`config.mk`:
```
export PLATFORM = sky130hd
export DESIGN_NAME = uart_tx_fifo_flat
export DESIGN_NICKNAME = d
export VERILOG_FILES = /design/src/rtl/uart_tx_fifo_if.sv /design/src/rtl/uart_tx_fifo.sv /design/src/flat_wrapper.sv
export SDC_FILE = /design/constraint.sdc
export NUM_CORES = 1
export LEC_CHECK = 0
export BUFFER_PORTS_ARGS = -buffer_cell sky130_fd_sc_hd__clkbuf_2
export CORE_MARGIN = 10
export CORE_UTILIZATION = 60
export DETAILED_ROUTE_END_ITERATION = 16
export GPL_TIMING_DRIVEN = 0
export PLACE_DENSITY = 0.74
export SYNTH_ARGS = -nofsm -noshare
export SYNTH_HDL_FRONTEND = slang
export SYNTH_SLANG_ARGS = --single-unit
```
`constraint.sdc`:
```
create_clock -name clock -period 4.1 [get_ports clock]
set_clock_uncertainty 0.1 [all_clocks]
set_input_delay 0.82 -clock clock [delete_from_list [all_inputs] [get_ports clock]]
set_output_delay 0.82 -clock clock [all_outputs]
set_load 0.05 [all_outputs]
```
`src/rtl/uart_tx_fifo_if.sv`:
```
// Handshake bundle between user logic, the TX FIFO and the UART driver.
// slave: FIFO side (write in, tx out, status out); master: user/driver side.
interface uart_tx_fifo_if #(
  parameter int P_DATA_WIDTH = 8,
  parameter int P_ADDR_WIDTH = 4
);
  logic [P_DATA_WIDTH-1:0] i_wr_data;
  logic                    i_wr_en;
  logic                    o_full;
  logic                    o_almost_full;
  logic [P_DATA_WIDTH-1:0] o_tx_data;
  logic                    o_tx_valid;
  logic                    i_tx_ready;
  logic [P_ADDR_WIDTH:0]   o_count;
  logic                    o_overflow;
  logic                    i_clr_overflow;

  modport slave (
    input  i_wr_data, i_wr_en, i_tx_ready, i_clr_overflow,
    output o_full, o_almost_full, o_tx_data, o_tx_valid,
    output o_count, o_overflow
  );

  modport master (
    output i_wr_data, i_wr_en, i_tx_ready, i_clr_overflow,
    input  o_full, o_almost_full, o_tx_data, o_tx_valid,
    input  o_count, o_overflow
  );
endinterface

```
`src/rtl/uart_tx_fifo.sv`:
```
// FWFT byte buffer feeding the UART driver's transmit user port.
// Ports: clock, reset (sync, active-high), bus (uart_tx_fifo_if.slave).
module uart_tx_fifo #(
  parameter int P_DATA_WIDTH  = 8,
  parameter int P_ADDR_WIDTH  = 4,
  parameter int P_ALMOST_FULL = 14
) (
  input  logic            clock,
  input  logic            reset,
  uart_tx_fifo_if.slave   bus
);
  localparam int DEPTH = 1 << P_ADDR_WIDTH;
  localparam logic [P_ADDR_WIDTH:0] DEPTH_C =
    (P_ADDR_WIDTH+1)'(DEPTH);
  localparam logic [P_ADDR_WIDTH:0] AF_C =
    (P_ADDR_WIDTH+1)'(P_ALMOST_FULL);

  logic [P_DATA_WIDTH-1:0] mem [DEPTH];
  logic [P_ADDR_WIDTH-1:0] wr_ptr;
  logic [P_ADDR_WIDTH-1:0] rd_ptr;
  logic [P_ADDR_WIDTH:0]   count;
  logic [P_ADDR_WIDTH:0]   count_nxt;
  logic                    full;
  logic                    almost_full;
  logic                    valid;
  logic                    overflow;
  logic                    push;
  logic                    pop;

  // A write is refused while full even if a pop frees a slot this cycle.
  assign push = bus.i_wr_en & ~full;
  assign pop  = valid & bus.i_tx_ready;

  always_comb begin
    count_nxt = count;
    case ({push, pop})
      2'b10:   count_nxt = count + 1'b1;
      2'b01:   count_nxt = count - 1'b1;
      default: count_nxt = count;
    endcase
  end

  always_ff @(posedge clock) begin
    if (reset) begin
      wr_ptr      <= '0;
      rd_ptr      <= '0;
      count       <= '0;
      full        <= 1'b0;
      almost_full <= 1'b0;
      valid       <= 1'b0;
      overflow    <= 1'b0;
    end else begin
      if (push) wr_ptr <= wr_ptr + 1'b1;
      if (pop)  rd_ptr <= rd_ptr + 1'b1;
      count       <= count_nxt;
      full        <= (count_nxt == DEPTH_C);
      almost_full <= (count_nxt >= AF_C);
      valid       <= (count_nxt != '0);
      // Set wins over a same-cycle clear.
      if (bus.i_wr_en & full)
        overflow <= 1'b1;
      else if (bus.i_clr_overflow)
        overflow <= 1'b0;
    end
  end

  // Storage is not reset; writes are blocked during reset.
  always_ff @(posedge clock) begin
    if (push & ~reset)
      mem[wr_ptr] <= bus.i_wr_data;
  end

  assign bus.o_full        = full;
  assign bus.o_almost_full = almost_full;
  assign bus.o_tx_valid    = valid;
  assign bus.o_count       = count;
  assign bus.o_overflow    = overflow;
  assign bus.o_tx_data     = valid ? mem[rd_ptr] : '0;
endmodule

```
`src/flat_wrapper.sv`:
```
// flat-port wrapper written by rule: the top's interface ports become plain ports
module uart_tx_fifo_flat 
#(
  parameter int P_DATA_WIDTH  = 8,
  parameter int P_ADDR_WIDTH  = 4,
  parameter int P_ALMOST_FULL = 14
)
  (clock, reset, bus_i_wr_data, bus_i_wr_en, bus_i_tx_ready, bus_i_clr_overflow, bus_o_full, bus_o_almost_full, bus_o_tx_data, bus_o_tx_valid, bus_o_count, bus_o_overflow);
  uart_tx_fifo_if #(.P_DATA_WIDTH(P_DATA_WIDTH), .P_ADDR_WIDTH(P_ADDR_WIDTH)) bus_i ();
  input  logic clock;
  input  logic reset;
  input wire logic [$bits(bus_i.i_wr_data)-1:0] bus_i_wr_data;
  input wire logic [$bits(bus_i.i_wr_en)-1:0] bus_i_wr_en;
  input wire logic [$bits(bus_i.i_tx_ready)-1:0] bus_i_tx_ready;
  input wire logic [$bits(bus_i.i_clr_overflow)-1:0] bus_i_clr_overflow;
  output wire logic [$bits(bus_i.o_full)-1:0] bus_o_full;
  output wire logic [$bits(bus_i.o_almost_full)-1:0] bus_o_almost_full;
  output wire logic [$bits(bus_i.o_tx_data)-1:0] bus_o_tx_data;
  output wire logic [$bits(bus_i.o_tx_valid)-1:0] bus_o_tx_valid;
  output wire logic [$bits(bus_i.o_count)-1:0] bus_o_count;
  output wire logic [$bits(bus_i.o_overflow)-1:0] bus_o_overflow;
  assign bus_i.i_wr_data = bus_i_wr_data;
  assign bus_i.i_wr_en = bus_i_wr_en;
  assign bus_i.i_tx_ready = bus_i_tx_ready;
  assign bus_i.i_clr_overflow = bus_i_clr_overflow;
  assign bus_o_full = bus_i.o_full;
  assign bus_o_almost_full = bus_i.o_almost_full;
  assign bus_o_tx_data = bus_i.o_tx_data;
  assign bus_o_tx_valid = bus_i.o_tx_valid;
  assign bus_o_count = bus_i.o_count;
  assign bus_o_overflow = bus_i.o_overflow;
  uart_tx_fifo #(.P_DATA_WIDTH(P_DATA_WIDTH), .P_ADDR_WIDTH(P_ADDR_WIDTH), .P_ALMOST_FULL(P_ALMOST_FULL)) u_core (.clock(clock), .reset(reset), .bus(bus_i));
endmodule
```
== Word-level counts from Yosys, hierarchy flattened ==
Memory sizes are Yosys's and may differ from the RTL's. A register that Yosys moved wholly into a read port is not among the register bits.
Cells that the tools add are included.

* Order comparisons: 1
* Divide/modulo/power cells: 0
* Bitwise operators: 6
* Shift-type cells: 0
* Mux-type cells: 8
* Add/subtract/negate cells: 4
* $mul: 0
* Eq/ne operators: 3
* Reduce and logical (&&, ||, !) cells: 2

{| class="wikitable"
|+ Operators with widths
! operator !! number
|-
| $pmux W5 S2 || 1
|-
| $add A4 B1 Y4 const B || 2
|-
| $mux W4 || 2
|-
| $mux W8 || 1
|-
| $add A5 B1 Y5 const B || 1
|-
| $eq A5 B5 Y1 const B || 1
|-
| $ge A5 B4 Y1 const B || 1
|-
| $reduce_bool A5 Y1 || 1
|-
| $sub A5 B1 Y5 const B || 1
|-
| $and A1 B1 Y1 || 4
|-
| $mux W1 || 4
|-
| $eq A2 B1 Y1 const B || 1
|-
| $eq A2 B2 Y1 const B || 1
|-
| $not A1 Y1 || 2
|-
| $reduce_bool A2 Y1 || 1
|}

* Logic and storage cells: 32
* Memories kept: 1
* Memory bits (read-only): 0
* Output and inout port bits: 17
* Bits in latches: 0
* Memory bits (writable): 128
* Bits in registers: 17

{| class="wikitable"
|+ Memory list
! name !! words !! bits a word !! rd ports !! clocked after memory_dff !! wr ports !! line !! RTL
|-
| u_core.mem || 16 || 8 || 1 || 1 || 1 || uart_tx_fifo.sv:18 || <nowiki>logic [P_DATA_WIDTH-1:0] mem [DEPTH];</nowiki>
|}

== Longest topological paths before layout ==
Gate-level depths: netlist of run 1.

* Depth after elaboration: 5
* Gate-level depth with buffers: 13

== Worst setup path after synthesis of run 1 ==
Ideal clock, no wire load.

* Path type: input -> register
* Start: input bus_i_wr_en
* End: register u_core.full (netlist: u_core.bus.o_full)
* Arrival: 3.041 ns
* Slack: 0.844 ns
* Buffers on the path: 2
* Stages on the path: 13
* Path through: nor2b_1 -> clkbuf_1 -> inv_1 -> ha_1 -> buf_2 -> xor2_1 -> ha_1 -> a21oi_1 -> or3_1 -> a211oi_1 -> mux2i_1 -> inv_2 -> o21a_1

* Longest elaborated chain between the ends: 4

{| class="wikitable"
|+ RTL lines
! element !! line !! RTL
|-
| start: declaration || flat_wrapper.sv:13 || <nowiki>input wire logic [$bits(bus_i.i_wr_en)-1:0] bus_i_wr_en;</nowiki>
|-
| $and A1 B1 Y1 * || uart_tx_fifo.sv:31 || <nowiki>assign push = bus.i_wr_en & ~full;</nowiki>
|-
| $eq A2 B1 Y1 / $eq A2 B2 Y1 (equally long branches) || uart_tx_fifo.sv:36 || <nowiki>case ({push, pop})</nowiki>
|-
| $pmux W5 S2 * || uart_tx_fifo.sv:36 ||
|-
| $eq A5 B5 Y1 * || uart_tx_fifo.sv:56 || <nowiki>full <= (count_nxt == DEPTH_C);</nowiki>
|-
| end signal: assignment || uart_tx_fifo.sv:56 ||
|-
| end: declaration || uart_tx_fifo.sv:23 || <nowiki>logic full;</nowiki>
|}

Every way passes the cells marked *; elsewhere a longest branch is shown, timed or not.
A chain may end at the register's enable or synchronous reset.

==> results of run 1 <==
worst reg2reg max path, cell delays in order, from the launching register on:
cell and delay [ps]:
sky130_fd_sc_hd__dfxtp_1 550, sky130_fd_sc_hd__and2_1 180, sky130_fd_sc_hd__clkbuf_1 260, sky130_fd_sc_hd__ha_1 210, sky130_fd_sc_hd__buf_2 190, sky130_fd_sc_hd__xor2_1 170
sky130_fd_sc_hd__ha_1 220, sky130_fd_sc_hd__a21oi_1 80, sky130_fd_sc_hd__or3_1 310, sky130_fd_sc_hd__a211oi_1 340, sky130_fd_sc_hd__mux2i_1 360, sky130_fd_sc_hd__inv_2 60
sky130_fd_sc_hd__o21a_1 100
power breakdown:
part | internal [mW] | switching (mW)
Clock | 1.05 | 0.584
Sequential | 1.70 | 0.0444
Combinational | 0.295 | 0.455
Total | 3.04 | 1.08
final cells by class:
cell class	count	share of cell area, %
buffer	18	1.66
clock buffer	19	6.03
clock inverter	13	2.94
inverter	5	0.269
multi-input combinational	151	23.6
sequential	149	61.0
tap	133	2.38
timing repair buffer	29	2.08
metal layers:
| metal | up-vias | part of all wire, % | global-route usage (%) |
|---|---|---|---|
| met5 | - | 0 | 0 |
| met4 | 0 | 2.1 | 6.11 |
| met3 | 20 | 4.7 | 4.42 |
| met2 | 74 | 54 | 28.3 |
| met1 | 1552 | 39 | 19.4 |
| li1 | 1379 | - | - |
through the flow:
step / cell area (sq um) / util [%]
after floorplan: 6050 / -
after global placement: 6360 / 64.8
after detailed placement: 6360 / 64.8
after CTS: 6990 / 71.2
after global routing: 6990 / 71.2
final: 6990 / 71.2
logic make-up (layout without fill, tap and decap cells):
group / after synthesis / count (layout)
simple gates: 71 / 71
mux: 42 / 42
flops: 149 / 149
xor+xnor: 12 / 12
compound gates: 18 / 18
fa+ha+maj: 8 / 8
buf+inv: 23 / 84
cell usage after synthesis:
cell	number	area (sq um)
sky130_fd_sc_hd__nand3_1	1	5.00
sky130_fd_sc_hd__nor2b_1	4	25.0
sky130_fd_sc_hd__or3b_1	1	8.76
sky130_fd_sc_hd__nand4_1	2	12.5
sky130_fd_sc_hd__o2111a_1	1	11.3
sky130_fd_sc_hd__a211o_1	1	8.76
sky130_fd_sc_hd__nand2_1	10	37.5
sky130_fd_sc_hd__nand3b_1	2	15.0
sky130_fd_sc_hd__o21ai_0	2	10.0
sky130_fd_sc_hd__and3b_1	1	8.76
sky130_fd_sc_hd__ha_1	8	100
sky130_fd_sc_hd__or3b_2	1	8.76
sky130_fd_sc_hd__a22o_1	1	8.76
sky130_fd_sc_hd__xor2_1	6	52.6
sky130_fd_sc_hd__buf_12	1	20.0
sky130_fd_sc_hd__xnor2_1	6	52.6
sky130_fd_sc_hd__buf_1	4	15.0
sky130_fd_sc_hd__dfxtp_1	21	420
sky130_fd_sc_hd__inv_2	1	3.75
sky130_fd_sc_hd__or3_1	2	12.5
sky130_fd_sc_hd__o41ai_1	1	8.76
sky130_fd_sc_hd__buf_6	1	11.3
sky130_fd_sc_hd__mux4_2	23	518
sky130_fd_sc_hd__edfxtp_1	128	3840
sky130_fd_sc_hd__buf_8	2	30.0
sky130_fd_sc_hd__inv_1	4	15.0
sky130_fd_sc_hd__a211oi_1	1	7.51
sky130_fd_sc_hd__mux4_1	17	447
sky130_fd_sc_hd__nand2b_1	2	12.5
sky130_fd_sc_hd__clkbuf_1	8	30.0
sky130_fd_sc_hd__nor3_1	2	10.0
sky130_fd_sc_hd__nor2_1	34	128
sky130_fd_sc_hd__mux2i_1	2	20.0
sky130_fd_sc_hd__o31ai_1	1	7.51
sky130_fd_sc_hd__and2_1	9	56.3
sky130_fd_sc_hd__a21oi_1	7	35.0
sky130_fd_sc_hd__o21a_1	1	7.51
sky130_fd_sc_hd__a32oi_1	1	8.76
sky130_fd_sc_hd__a21boi_0	1	7.51
sky130_fd_sc_hd__buf_2	2	10.0
registers in the layout, indices dropped and copies added (netlist names), named ones only:
name	cells
u_core.bus.o_almost_full	1
u_core.bus.o_count	5
u_core.rd_ptr	4
u_core.bus.o_overflow	1
u_core.bus.o_full	1
u_core.bus.o_tx_valid	1
u_core.wr_ptr	4
u_core.mem	128
final timing paths:
path | startpoint | end | cells past startpoint
setup / recovery | flip-flop | bus_o_tx_data[6] | 5
hold reg to reg | u_core.bus.o_full$_SDFF_PP0_ | u_core.bus.o_overflow$_SDFFE_PP0P_ | 2
hold / removal | u_core.bus.o_full$_SDFF_PP0_ | u_core.bus.o_overflow$_SDFFE_PP0P_ | 2
setup reg to reg | u_core.bus.o_tx_valid$_SDFF_PP0_ | u_core.bus.o_full$_SDFF_PP0_ | 12
==> results.toml, run 1 <==
[status]
outcome = "complete, no violations"

[synth]
synth-compound-area-share_pct = 2.01
syn-cell-area_sq_um = 6050
yosysSeqAreaShare_pct = 70.5
count_of_warnings_emitted_by_yosys = 0
synth_adder_area_share_pct = 1.65
yosys.area_share.xor_xnor_pct = 1.74
synthesis.instances = 323
synth.ff_latch_count = 149
synth.net_count = 344
simple_gate_share_of_the_synthesized_area_pct = 5.62
muxShareOfSynthArea_pct = 16.3
synth_top_family_by_area = "multiplexers"
synth.lib_cells_used.distinct = 40
syn_area_per_cell_sq_um = 18.7

[critical_path]
path_cells = "buf_1, mux4_2, mux4_2, and2_1, clkbuf_2"
path_buf_inv = 2
crit_path_top_delay_cell = "sky130_fd_sc_hd__buf_1"
r2r_setup_slack_ps = 860
cpLargestDelayFamily = "multiplexers"
wp_data_required_ps = 3180
path_common_cell = "sky130_fd_sc_hd__mux4_2"
timing.critical_path.from_type = "flip-flop"
critPathCaptureType = "output port"
crit_arrival_ps = 2840
critical-path-max-stage-delay_ps = 540
crit_fanout = 10
criticalPathCategory = "reg -> out"

[route]
drt_first_pass_iters = 4
drtAntennaViolNets = 0
first_iter_violations = 168
routed_wl_mm = 11.1
detail_route.vias_per_cell = 5.85
route.vias.total = 3025
route.detailed.drc = 0
detail_route.wl_per_cell_microns = 21.5

[cts]
tritoncts.num_buffers = 17
clock_sink_total = 149
cts_hold_repair.buffers = 0
level_count_of_the_clock_h_tree = 4
deepest_clock_path_buffer_count = 2
cts_setup_buffers = 0
clock_tree_from_tritoncts = "done"
ctsRootBufferMaster = "sky130_fd_sc_hd__clkbuf_8"
post_cts.resized_instances = 0
later_pin_clock_latency_in_the_skew_report_ps = 520
worst_setup_hold_path_clk_slew_ps = 60

[worst_hold_path]
worstHoldPathType = "reg -> reg"

[die]
core-area_sq_um = 9820
starting_density_pct = 61.6
die_area_sq_um = 14500
boundaryPins = 30
die_w_microns = 120
floorplan.rows = 36
fp.dieH_microns = 120

[sta]
period_needed_ps = 3760
setup-violations-final = 0
timing.final.hold_violations = 0
finalCritPeriodShare_pct = 91.7
grt_setup_unrepaired = "no"
slew_violations = 0
hold-worst-slack_ps = 379
slew_headroom_pct = 39.0
worst_margin_pin_slew_ps = 912
timing.final.ws_setup_ps = 341
totalNegativeSetupSlack_ps = 0
max_freq_mhz = 266

[job]
cap_viol_max_count = 0

[placed_design]
dp_hpwl_mm = 7.39
place_inst = 485
placement.io_buffers = 29
gpl.final_weighted_congestion = 0.758
placement.setup.worst_slack_ps = 326

[finish]
multi_input_logic_area_sq_um = 1650
area.growth.synth_to_final_pct = 15.5
fillerInstances = 636
diodes = 0
layout.nets = 392
final_layout_size_suffix_gt1_share_pct = 23.2
regArea_sq_um = 4260
layout.cells.most_common = "sky130_fd_sc_hd__edfxtp_1"
most_used_cells_in_the_layout_excluding_fill_and_tap_cells = "sky130_fd_sc_hd__edfxtp_1, sky130_fd_sc_hd__nor2_1, sky130_fd_sc_hd__clkbuf_2"
finish.cell_count_without_fillers = 517

[power]
design_power_total_mw = 4.12
leakage_nw = 2.33
max-vdd-ir-drop_v = 0.000434
power.density_nw_per_um2 = 590

[global_route]
global_route.usage.total_pct = 16.4
grt_pass1_wl_mm = 17.8
first_global_vias = 3199
globalRouteOverflowTotal = 0
grt_max_degree = 17
initial_antenna_violation_count = 0
Power figures use the tool's default switching activity.
==> inputs of run 2 (changes only) <==
CORE_MARGIN = 3   (was 10)
==> results.toml, run 2 (synthesis results as in run 1) <==
[cts]
clock_sink_total = 149
cts_hold_repair.buffers = 0
tritoncts.num_buffers = 17
ctsRootBufferMaster = "sky130_fd_sc_hd__clkbuf_8"
deepest_clock_path_buffer_count = 2
level_count_of_the_clock_h_tree = 4
clock_tree_from_tritoncts = "done"
post_cts.resized_instances = 0
later_pin_clock_latency_in_the_skew_report_ps = 520
worst_setup_hold_path_clk_slew_ps = 60
cts_setup_buffers = 0

[route]
detail_route.vias_per_cell = 5.94
route.detailed.drc = 0
drtAntennaViolNets = 0
route.vias.total = 3069
routed_wl_mm = 11.8
drt_first_pass_iters = 4
first_iter_violations = 260
detail_route.wl_per_cell_microns = 22.9

[power]
power.density_nw_per_um2 = 584
max-vdd-ir-drop_v = 0.000354
leakage_nw = 2.35

[critical_path]
criticalPathCategory = "reg -> out"
crit_path_top_delay_cell = "sky130_fd_sc_hd__buf_1"
crit_fanout = 10
path_common_cell = "sky130_fd_sc_hd__mux4_2"
timing.critical_path.from_type = "flip-flop"
path_cells = "buf_1, mux4_2, mux4_2, and2_1, clkbuf_2"
wp_data_required_ps = 3180
crit_arrival_ps = 2970
critPathCaptureType = "output port"
critical-path-max-stage-delay_ps = 560

[global_route]
globalRouteMet1Util_pct = 30.8
grt_pass1_wl_mm = 18.2
global_route.usage.met3_pct = 6.56
global_route.usage.total_pct = 23.0
first_global_vias = 3032
initial_antenna_violation_count = 0
met2_usage_pct = 37.4
grt_max_degree = 17
grt.busiest_layer = "met2"
globalRouteOverflowTotal = 0

[finish]
finalCoreUtilization_pct = 71.5
area.growth.synth_to_final_pct = 15.6
final_layout_size_suffix_gt1_share_pct = 23.2
most_used_cells_in_the_layout_excluding_fill_and_tap_cells = "sky130_fd_sc_hd__edfxtp_1, sky130_fd_sc_hd__nor2_1, sky130_fd_sc_hd__clkbuf_2"
finish.cell_count_without_fillers = 517
diodes = 0
layout.nets = 392
layout.cells.most_common = "sky130_fd_sc_hd__edfxtp_1"
largest_register_ffs = 128
fillerInstances = 622
register_name_with_the_most_flops = "u_core.mem"

[sta]
hold-worst-slack_ps = 374
worst_margin_pin_slew_ps = 1010
grt_setup_unrepaired = "no"
timing.final.hold_violations = 0
totalNegativeSetupSlack_ps = 0
slew_violations = 0
period_needed_ps = 3890
slew_headroom_pct = 32.6
finalCritPeriodShare_pct = 94.8
max_freq_mhz = 257
timing.final.ws_setup_ps = 214
setup-violations-final = 0

[worst_hold_path]
worstHoldPathType = "reg -> reg"

[die]
fp.dieH_microns = 106
die_area_sq_um = 11300
die_w_microns = 106
core-area_sq_um = 9770
starting_density_pct = 61.9
boundaryPins = 30
floorplan.rows = 36

[placed_design]
dp_hpwl_mm = 7.48
placement.io_buffers = 29
placement.setup.worst_slack_ps = 342
gpl.final_weighted_congestion = 0.778
place_inst = 485

[job]
cap_viol_max_count = 0

[status]
outcome = "complete, no violations"
run 2: cell type report:
class / count / area (sq um) / area share, %
sequential: 149 / 4260 / 61.0
inverter: 5 / 18.8 / 0.268
tap: 133 / 166 / 2.38
multi-input combinational: 151 / 1650 / 23.6
clock buffer: 27 / 578 / 8.27
buffer: 18 / 116 / 1.66
timing repair buffer: 29 / 145 / 2.08
clock inverter: 5 / 52.6 / 0.751
run 2: worst max-delay path, delay by kind of cell, from the launching register on:
family | cells | cell delay, ps
multiplexers | 2 | 990
flip-flops | 1 | 490
AND/OR/NAND/NOR | 1 | 180
buffers and inverters | 2 | 790
run 2: final timing paths:
check | from | end | slack [ps] | depth (start not counted)
worst max register to register | u_core.bus.o_tx_valid$_SDFF_PP0_ | u_core.bus.o_full$_SDFF_PP0_ | 790 | 12
worst max-delay path | flip-flop | bus_o_tx_data[5] | 210 | 5
worst min-delay path | u_core.bus.o_overflow$_SDFFE_PP0P_ | u_core.bus.o_overflow$_SDFFE_PP0P_ | 370 | 2
worst min register to register | u_core.bus.o_overflow$_SDFFE_PP0P_ | u_core.bus.o_overflow$_SDFFE_PP0P_ | 370 | 2
run 2: per-layer routing:
layer | vias to the layer above | wire [microns]
met5 | - | 0
met4 | 0 | 53
met3 | 4 | 670
met2 | 113 | 6250
met1 | 1570 | 4870
li1 | 1382 | -
run 2: per-stage QoR:
stage | power, mW | cell area, sq um
detailed placement | 2.53 | 6360
global route | 4.22 | 6990
floorplan | 2.35 | 6050
CTS | 4.11 | 6990
finish | 4.08 | 6990
global placement | 2.51 | 6360
run 2: power breakdown:
group	internal, mW	switching, mW	leakage (nW)
Clock	1.02	0.569	0.310
Combinational	0.295	0.461	0.715
Sequential	1.70	0.0439	1.32
Total	3.01	1.07	2.35
